**src/rtl/board_anim_pkg.sv**
```systemverilog
// Shared types and constants for the board token animation sequencer.
package board_anim_pkg;

  localparam int POS_W = 4;

  localparam logic [POS_W-1:0] EVENT_NONE = 4'd0;
  localparam logic [POS_W-1:0] EVENT_WIN  = 4'd10;

  typedef enum logic [2:0] {
    IDLE,
    WALK,
    DONE,
    POST,
    EVENT_DWELL
  } anim_state_t;

  // Limit a controller position to the last square of the board.
  function automatic logic [POS_W-1:0] clampPos(input logic [POS_W-1:0] pos,
                                                input logic [POS_W-1:0] maxPos);
    return (pos > maxPos) ? maxPos : pos;
  endfunction

endpackage

```
**src/rtl/anim_tick_timer.sv**
```systemverilog
// Free-running period timer shared by the step and event-dwell phases.
// i_last is the final count value (period - 1); o_tick marks that cycle.
module anim_tick_timer #(
  parameter int CNT_W = 3
) (
  input  logic             clk,
  input  logic             reset,
  input  logic             i_clear,
  input  logic             i_enable,
  input  logic [CNT_W-1:0] i_last,
  output logic             o_tick
);

  logic [CNT_W-1:0] r_count;

  assign o_tick = i_enable && (r_count == i_last);

  // Count enabled cycles, wrapping to zero on the terminal cycle or a clear.
  always_ff @(posedge clk or posedge reset) begin
    if (reset) begin
      r_count <= '0;
    end else if (i_clear || o_tick) begin
      r_count <= '0;
    end else if (i_enable) begin
      r_count <= r_count + CNT_W'(1);
    end
  end

endmodule

```
**src/rtl/board_anim_sequencer.sv**
```systemverilog
// Walks player tokens one square per step period between the game
// controller and the board renderer, dwelling on event squares and
// pulsing turn_done when each animation is finished.
module board_anim_sequencer
  import board_anim_pkg::*;
#(
  parameter int STEP_TICKS  = 25_000_000,
  parameter int EVENT_TICKS = 50_000_000,
  parameter int MAX_POS     = 10
) (
  input  logic       clk,
  input  logic       reset,
  input  logic       pos_valid,
  input  logic [3:0] p1_pos,
  input  logic [3:0] p2_pos,
  input  logic       turn,
  input  logic [3:0] event_flag,
  input  logic       winner_valid,
  output logic [3:0] disp_p1_pos,
  output logic [3:0] disp_p2_pos,
  output logic       anim_player,
  output logic       moving,
  output logic       step_strobe,
  output logic       turn_done
);

  localparam int MAX_TICKS = (STEP_TICKS > EVENT_TICKS) ? STEP_TICKS : EVENT_TICKS;
  localparam int CNT_W     = $clog2(MAX_TICKS);

  localparam logic [CNT_W-1:0] STEP_LAST  = CNT_W'(STEP_TICKS - 1);
  localparam logic [CNT_W-1:0] EVENT_LAST = CNT_W'(EVENT_TICKS - 1);
  localparam logic [POS_W-1:0] MAX_POS_L  = POS_W'(MAX_POS);

  anim_state_t      r_state;
  logic             r_pos_valid_q;
  logic             r_second_pass;
  logic             r_post_second;
  logic [POS_W-1:0] r_target;
  logic [POS_W-1:0] r_disp_p1;
  logic [POS_W-1:0] r_disp_p2;
  logic             r_anim_player;
  logic             r_moving;
  logic             r_step_strobe;
  logic             r_turn_done;

  logic             w_start;
  logic [POS_W-1:0] w_cur_pos;
  logic             w_at_target;
  logic [POS_W-1:0] w_next_pos;
  logic [POS_W-1:0] w_start_target;
  logic [POS_W-1:0] w_event_target;
  logic             w_timer_clear;
  logic             w_timer_enable;
  logic [CNT_W-1:0] w_timer_last;
  logic             w_tick;

  assign w_start        = pos_valid & ~r_pos_valid_q;
  assign w_cur_pos      = r_anim_player ? r_disp_p2 : r_disp_p1;
  assign w_at_target    = (w_cur_pos == r_target);
  assign w_next_pos     = (r_target > w_cur_pos) ? (w_cur_pos + POS_W'(1))
                                                 : (w_cur_pos - POS_W'(1));
  assign w_start_target = clampPos(turn ? p2_pos : p1_pos, MAX_POS_L);
  assign w_event_target = clampPos(r_anim_player ? p2_pos : p1_pos, MAX_POS_L);

  // The timer only runs while walking toward a target or dwelling; every
  // other state holds it at zero so each phase starts from a fresh period.
  assign w_timer_clear  = (r_state != WALK) && (r_state != EVENT_DWELL);
  assign w_timer_enable = ((r_state == WALK) && !w_at_target) || (r_state == EVENT_DWELL);
  assign w_timer_last   = (r_state == EVENT_DWELL) ? EVENT_LAST : STEP_LAST;

  anim_tick_timer #(
    .CNT_W (CNT_W)
  ) u_timer (
    .clk      (clk),
    .reset    (reset),
    .i_clear  (w_timer_clear),
    .i_enable (w_timer_enable),
    .i_last   (w_timer_last),
    .o_tick   (w_tick)
  );

  // Delayed copy of pos_valid for rising-edge detection.
  always_ff @(posedge clk or posedge reset) begin
    if (reset) begin
      r_pos_valid_q <= 1'b0;
    end else begin
      r_pos_valid_q <= pos_valid;
    end
  end

  // Animation FSM with registered display positions and pulse outputs.
  always_ff @(posedge clk or posedge reset) begin
    if (reset) begin
      r_state       <= IDLE;
      r_second_pass <= 1'b0;
      r_post_second <= 1'b0;
      r_target      <= '0;
      r_disp_p1     <= '0;
      r_disp_p2     <= '0;
      r_anim_player <= 1'b0;
      r_moving      <= 1'b0;
      r_step_strobe <= 1'b0;
      r_turn_done   <= 1'b0;
    end else begin
      r_step_strobe <= 1'b0;
      r_turn_done   <= 1'b0;
      case (r_state)
        IDLE: begin
          if (w_start) begin
            r_anim_player <= turn;
            r_target      <= w_start_target;
            r_second_pass <= 1'b0;
            r_moving      <= 1'b1;
            r_state       <= WALK;
          end
        end
        WALK: begin
          if (w_at_target) begin
            r_turn_done <= 1'b1;
            r_moving    <= 1'b0;
            r_state     <= DONE;
          end else if (w_tick) begin
            r_step_strobe <= 1'b1;
            if (r_anim_player) begin
              r_disp_p2 <= w_next_pos;
            end else begin
              r_disp_p1 <= w_next_pos;
            end
          end
        end
        DONE: begin
          r_post_second <= 1'b0;
          r_state       <= r_second_pass ? IDLE : POST;
        end
        POST: begin
          if (!r_post_second) begin
            r_post_second <= 1'b1;
          end else if (winner_valid || (event_flag == EVENT_NONE) ||
                       (event_flag == EVENT_WIN)) begin
            r_state <= IDLE;
          end else begin
            r_target      <= w_event_target;
            r_second_pass <= 1'b1;
            r_moving      <= 1'b1;
            r_state       <= EVENT_DWELL;
          end
        end
        EVENT_DWELL: begin
          if (w_tick) begin
            r_state <= WALK;
          end
        end
        default: begin
          r_moving <= 1'b0;
          r_state  <= IDLE;
        end
      endcase
    end
  end

  assign disp_p1_pos = r_disp_p1;
  assign disp_p2_pos = r_disp_p2;
  assign anim_player = r_anim_player;
  assign moving      = r_moving;
  assign step_strobe = r_step_strobe;
  assign turn_done   = r_turn_done;

endmodule
```
**config.mk**
```make
export PLATFORM = sky130hd
export DESIGN_NAME = board_anim_sequencer
export DESIGN_NICKNAME = d
export VERILOG_FILES = /design/src/rtl/board_anim_pkg.sv /design/src/rtl/anim_tick_timer.sv /design/src/rtl/board_anim_sequencer.sv
export SDC_FILE = /design/constraint.sdc
export NUM_CORES = 1
export LEC_CHECK = 0
export CORE_UTILIZATION = 40
export DETAILED_ROUTE_END_ITERATION = 8
export GPL_TIMING_DRIVEN = 0
export SLEW_MARGIN = 40
export SYNTH_ARGS = -nofsm -noshare
export SYNTH_HDL_FRONTEND = slang
export SYNTH_SLANG_ARGS = --single-unit
```
**constraint.sdc**
```tcl
create_clock -name clk -period 9.3 [get_ports clk]
set_input_delay 0.93 -clock clk [delete_from_list [all_inputs] [get_ports clk]]
set_output_delay 0.93 -clock clk [all_outputs]
set_load 0.01 [all_outputs]
```
# After elaboration in Yosys (flattened, before gate mapping)
# Cells that the tools add are included.
op_classes:
  n_addsub: 3
  order_cmp: 3
  eq_ne: 14
  n_mux: 33
  bitwise_logic: 5
  reduce_logical: 20
op_table:
  columns: ["cell", "n"]
  rows:
  - ["two-way mux 26 bit", 3]
  - ["two-way mux 4 bit", 9]
  - ["adder 26 x 1 -> 26 bit (second input constant)", 1]
  - ["equality test 26 bit", 1]
  - ["AND reduction 4 bit", 4]
  - ["two-way mux 3 bit", 5]
  - ["case mux 3 bit (5 select lines)", 1]
  - ["two-way mux 1 bit", 10]
  - ["> comparator 4 bit (second input constant)", 2]
  - ["!= test 2 bit (second input constant)", 4]
  - ["case mux 4 bit (2 select lines)", 1]
  - ["equality test 3 x 2 -> 1 bit (second input constant)", 2]
  - ["nonzero test 2 bit", 3]
  - ["AND reduction 5 bit", 1]
  - ["adder 4 x 1 -> 4 bit (second input constant)", 1]
  - ["equality test 4 bit", 1]
  - ["equality test 4 bit (second input constant)", 1]
  - ["> comparator 4 bit", 1]
  - ["zero test 4 bit", 1]
  - ["logical OR 1 bit", 4]
  - ["inverter 1 bit", 4]
  - ["case mux 1 bit (2 select lines)", 2]
  - ["case mux 1 bit (4 select lines)", 1]
  - ["subtractor 4 x 1 -> 4 bit (second input constant)", 1]
  - ["other kinds (12)", 14]
totals:
  register_bits: 48
  out_inout_bits: 12
  wordCells: 90

# Logic depth before layout (Yosys ltp)
logic_depth:
  depth_word: 9
  ltp_mapped: 13

# By module
# Synthesis repeated with hierarchy kept, for this count alone.
hier_totals:
  hier_cells: 331
  area_unflattened_um2: 3051.7
modules_own_cells:
  columns: ["module", "instances", "cells_per_inst", "area_each_um2", "seq_area_each_um2"]
  rows:
  - ["anim_tick_timer", 1, 169, 1612.8, 650.6]
  - ["board_anim_sequencer", 1, 162, 1438.9, 550.5]

# Worst setup path before layout
# No wires, ideal clock.
synth_timing:
  path_type: "register -> register"
  startpoint: "register r_anim_player (netlist: anim_player)"
  endpoint: "register r_disp_p1[3] (netlist: disp_p1_pos[3])"
  t_arrival_ns: 3.166
  required_ns: 9.175
  setup_slack_ns: 6.010
  stages_incl_launch_ff: 14
  path_buffers: 3
  period_less_slack_ns: 3.290
  path_cell_list: "dfrtp_1 -> clkbuf_1 -> clkbuf_1 -> mux2i_1 -> ha_1 -> and4_1 -> buf_2 -> a21o_1 -> ha_1 -> a21o_1 -> a31oi_1 -> xnor2_1 -> xnor2_1 -> mux2_2"
synth_between:
  elab_chain_len: 7
  elab_cells_between_ends: 13
synth_lines:
  columns: ["element", "line_no", "source"]
  rows:
  - ["start, declared", "board_anim_sequencer.sv:41", "logic r_anim_player;"]
  - ["start signal, assigned", "board_anim_sequencer.sv:110", "r_anim_player <= turn;"]
  - ["two-way mux 4 bit", "board_anim_sequencer.sv:58", "assign w_cur_pos = r_anim_player ? r_disp_p2 : r_disp_p1;"]
  - ["equality test 4 bit", "board_anim_sequencer.sv:59", "assign w_at_target = (w_cur_pos == r_target);"]
  - ["zero test 1 bit", "board_anim_sequencer.sv:68", "assign w_timer_enable = ((r_state == WALK) && !w_at_target) || (r_state == EVENT_DWELL);"]
  - ["logical AND 1 bit", "board_anim_sequencer.sv:68", null]
  - ["logical OR 1 bit", "board_anim_sequencer.sv:68", null]
  - ["logical AND 1 bit", "anim_tick_timer.sv:16", "assign o_tick = i_enable && (r_count == i_last);"]
  - ["AND reduction 4 bit (no source line)", null, null]
  - ["end signal, assigned", "board_anim_sequencer.sv:127", "r_disp_p1 <= w_next_pos;"]
  - ["end, declared", "board_anim_sequencer.sv:39", "logic [POS_W-1:0] r_disp_p1;"]
# Parallel ways exist; a longest one is shown, timed or not.
# A chain may end at the register's enable or synchronous reset.

# Worst setup path after layout
# Same ends and word-level chain as after synthesis.

==> metrics <==
Post-CTS Setup Repair Bufs=0; routed wire length=5770 um; die span in x=87.8 um; outcome=finished clean; Worst-Skew Late Latency=0.30 ns; area occupied by multi-input gates=1630 um^2; floorplan row count=30; TritonCTS clock tree=yes; vias in the first global route=2099; Max Freq=272 MHz; syn nets=313; Final GP Congestion=0.758; vias=2178; synthesis-stage register bit count=48; layout cells sized above 1=13.0%; Pint=0.000281 W; WL/cell=13.7 um; Fin. Hold Viols=0; DR vias/cell=5.19; initial antenna violation count=0; Crit. End Element=flip-flop; Num CTS Buffers=5; Synth warnings=0; cells after synthesis=288; die area=7710 um^2; drt first pass iters=4; post-route ant nets=0; maxcap violations=0; CTS resizes=0; Post-synth ARST share=100%; Starting Density=42.4%; Crit Path Class=reg2reg; DR WL met3=208 um; total core area=6940 um^2; Clk pwr share=35.6%; Final TNS setup=0 ns; Period minus WS final=3.67 ns; Worst path top cell family by delay=buffers and inverters; Post-Layout Inst Area=3450 um^2; largest net degree at the start of global routing=30; commonest cells after routing, fill and taps aside=dfrtp_1 (48), clkdlybuf4s50_1 (27), nor2_1 (24); Critical Path AT=3.86 ns; Post-Syn Area=2950 um^2; syn avg cell area=10.2 um^2; CTS sink count=48; Area Overhead vs Synth=17.1%; combinational share of power=6.2%; DR WL met2=2810 um; slew margin rel.=57.4%; Slew @ Worst Pin=0.637 ns; fin crit share=39.5%; startpoint type of the worst setup path=flip-flop; Yosys cell types=59; RSZ-0062 raised after global routing=no; P per Cell Area=104 nW/um^2; fin nets=348; Post-synth EDFFs=0; hpwl dp=4280 um; post-route clock skew=0.00681 ns; worst-path fanout max=10; Util after Layout=49.7%; Place WS=5.60 ns; Max stage delay on crit path=0.51 ns; port buffer count=27; placed cell areas=3360 um^2; register share of total power=58.2%; most common cell after layout, fill and taps aside=dfrtp_1; sequential-to-total area share from yosys stat=40.8%; HP Class=reg2reg; grt ovf=0; I/O pins=29; Max Root-Sink Buffers=2; Final Max Tran Viols=0; slowest CP cell=clkbuf_1; fill count=671; Req. time, crit path=9.49 ns; Register Area=1200 um^2; # DRC=0; Sw Ratio=22.0%; Antenna diodes=0; Root Driver=clkbuf_8; die height=87.8 um; leakage=1.47 nW; worst setup margin=5.63 ns; switching pwr=0.0000790 W; VDD IR max=42.8 uV; worst path cell trace=clkbuf_1 > clkbuf_1 > mux2i_1 > ha_1 > and4_1 > buf_2 > a21o_1 > ha_1 > a21o_1 > a31oi_1 > xnor2_1 > xnor2_1 > mux2_2; Post-Route M1 WL=2680 um; DRT iter0 DRCs=124; Post-CTS Hold Buffers=0; Global Route Usage Sum=16.6%; final setup fails=0; Primary FF master, synth=dfrtp_1; Max Used Layer=met4; clock slew at reported path FFs=0.08 ns; first-pass GRT wire length=9900 um; # H-tree levels=2; WP buf/inv=3
## tightest hold or removal path, delay by kind of cell, from the launching register on
family / cells / cell delay, ns
AND/OR/NAND/NOR: 2 / 0.10
flip-flops: 1 / 0.36
## synthesized netlist by cell type, types with 4 or more instances
| cell | n | area [um^2] |
|---|---|---|
| inv_1 | 8 | 30.0 |
| xnor2_1 | 11 | 96.3 |
| dfrtp_1 | 48 | 1200 |
| nand2_1 | 19 | 71.3 |
| mux2_2 | 10 | 113 |
| ha_1 | 7 | 87.6 |
| o21ai_0 | 10 | 50.1 |
| nand3_1 | 15 | 75.1 |
| a21oi_1 | 11 | 55.1 |
| nand2b_1 | 4 | 25.0 |
| clkbuf_1 | 7 | 26.3 |
| nor2_1 | 24 | 90.1 |
| nor3_1 | 5 | 25.0 |
| nand4_1 | 7 | 43.8 |
| nor2_4 | 10 | 113 |
| and3_1 | 8 | 50.1 |
| mux2i_1 | 8 | 80.1 |
| xor2_1 | 19 | 166 |
| a21o_1 | 4 | 30.0 |
## worst paths after layout
| kind | endpoint | start | slack (ns) | cells after the start |
|---|---|---|---|---|
| hold / removal | r_target[1] | r_target[1] | 0.48 | 2 |
| setup reg to reg | disp_p1_pos[3] | anim_player | 5.63 | 13 |
| hold reg to reg | r_target[1] | r_target[1] | 0.48 | 2 |
| min in group asynchronous | disp_p1_pos[1] | reset | 0.92 | 2 |
| setup / recovery | disp_p1_pos[3] | anim_player | 5.63 | 13 |
| max in group asynchronous | u_timer.r_count[8] | reset | 7.94 | 3 |
## state kept, by name, summed over array words and instances, names as in the netlist
name / count
u_timer.r_count: 26
disp_p1_pos: 4
disp_p2_pos: 4
r_target: 4
r_state: 3
anim_player: 1
moving: 1
r_pos_valid_q: 1
r_post_second: 1
r_second_pass: 1
step_strobe: 1
turn_done: 1
## per-stage QoR
stage	power (W)	hold slack [ns]	std cells
after floorplan	0.000224	0.445	288
after global placement	0.000235	0.472	411
after detailed placement	0.000236	0.473	412
after CTS	0.000367	0.493	420
after global routing	0.000376	0.516	420
final	0.000360	0.484	420
## cell families (layout without fill, tap and decap cells)
family          count (synthesis)  in the layout  synth area share (%)
compound gates                 47             47                  11.8
xor+xnor                       30             30                  8.92
simple gates                  117            117                  24.4
fa+ha+maj                       8              8                  3.65
flops                          48             48                  40.8
buf+inv                        20             56                  3.91
mux                            18             18                  6.54
## layout make-up
class	count	area share, %
inverters	8	0.943
well taps	96	3.48
clock buffers	8	2.61
repair buffers	28	8.41
plain buffers	12	2.47
multi-input cells	220	47.3
flip-flops and latches	48	34.8
## power groups by stage
stage / clock network, W / logic, W / registers, W
global placement: 0 / 0.0000214 / 0.000213
finish: 0.000128 / 0.0000223 / 0.000209
detailed placement: 0 / 0.0000228 / 0.000213
CTS: 0.000135 / 0.0000229 / 0.000209
floorplan: 0 / 0.0000105 / 0.000213
global route: 0.000142 / 0.0000250 / 0.000209
## metal layers
layer  up-vias  global-route usage, %
li1       1095                      -
met1      1037                   21.7
met2        39                   27.8
met3         7                   3.02
met4         0                   5.81
met5         -                      0
No activity file was read; power rests on OpenSTA's default activity.
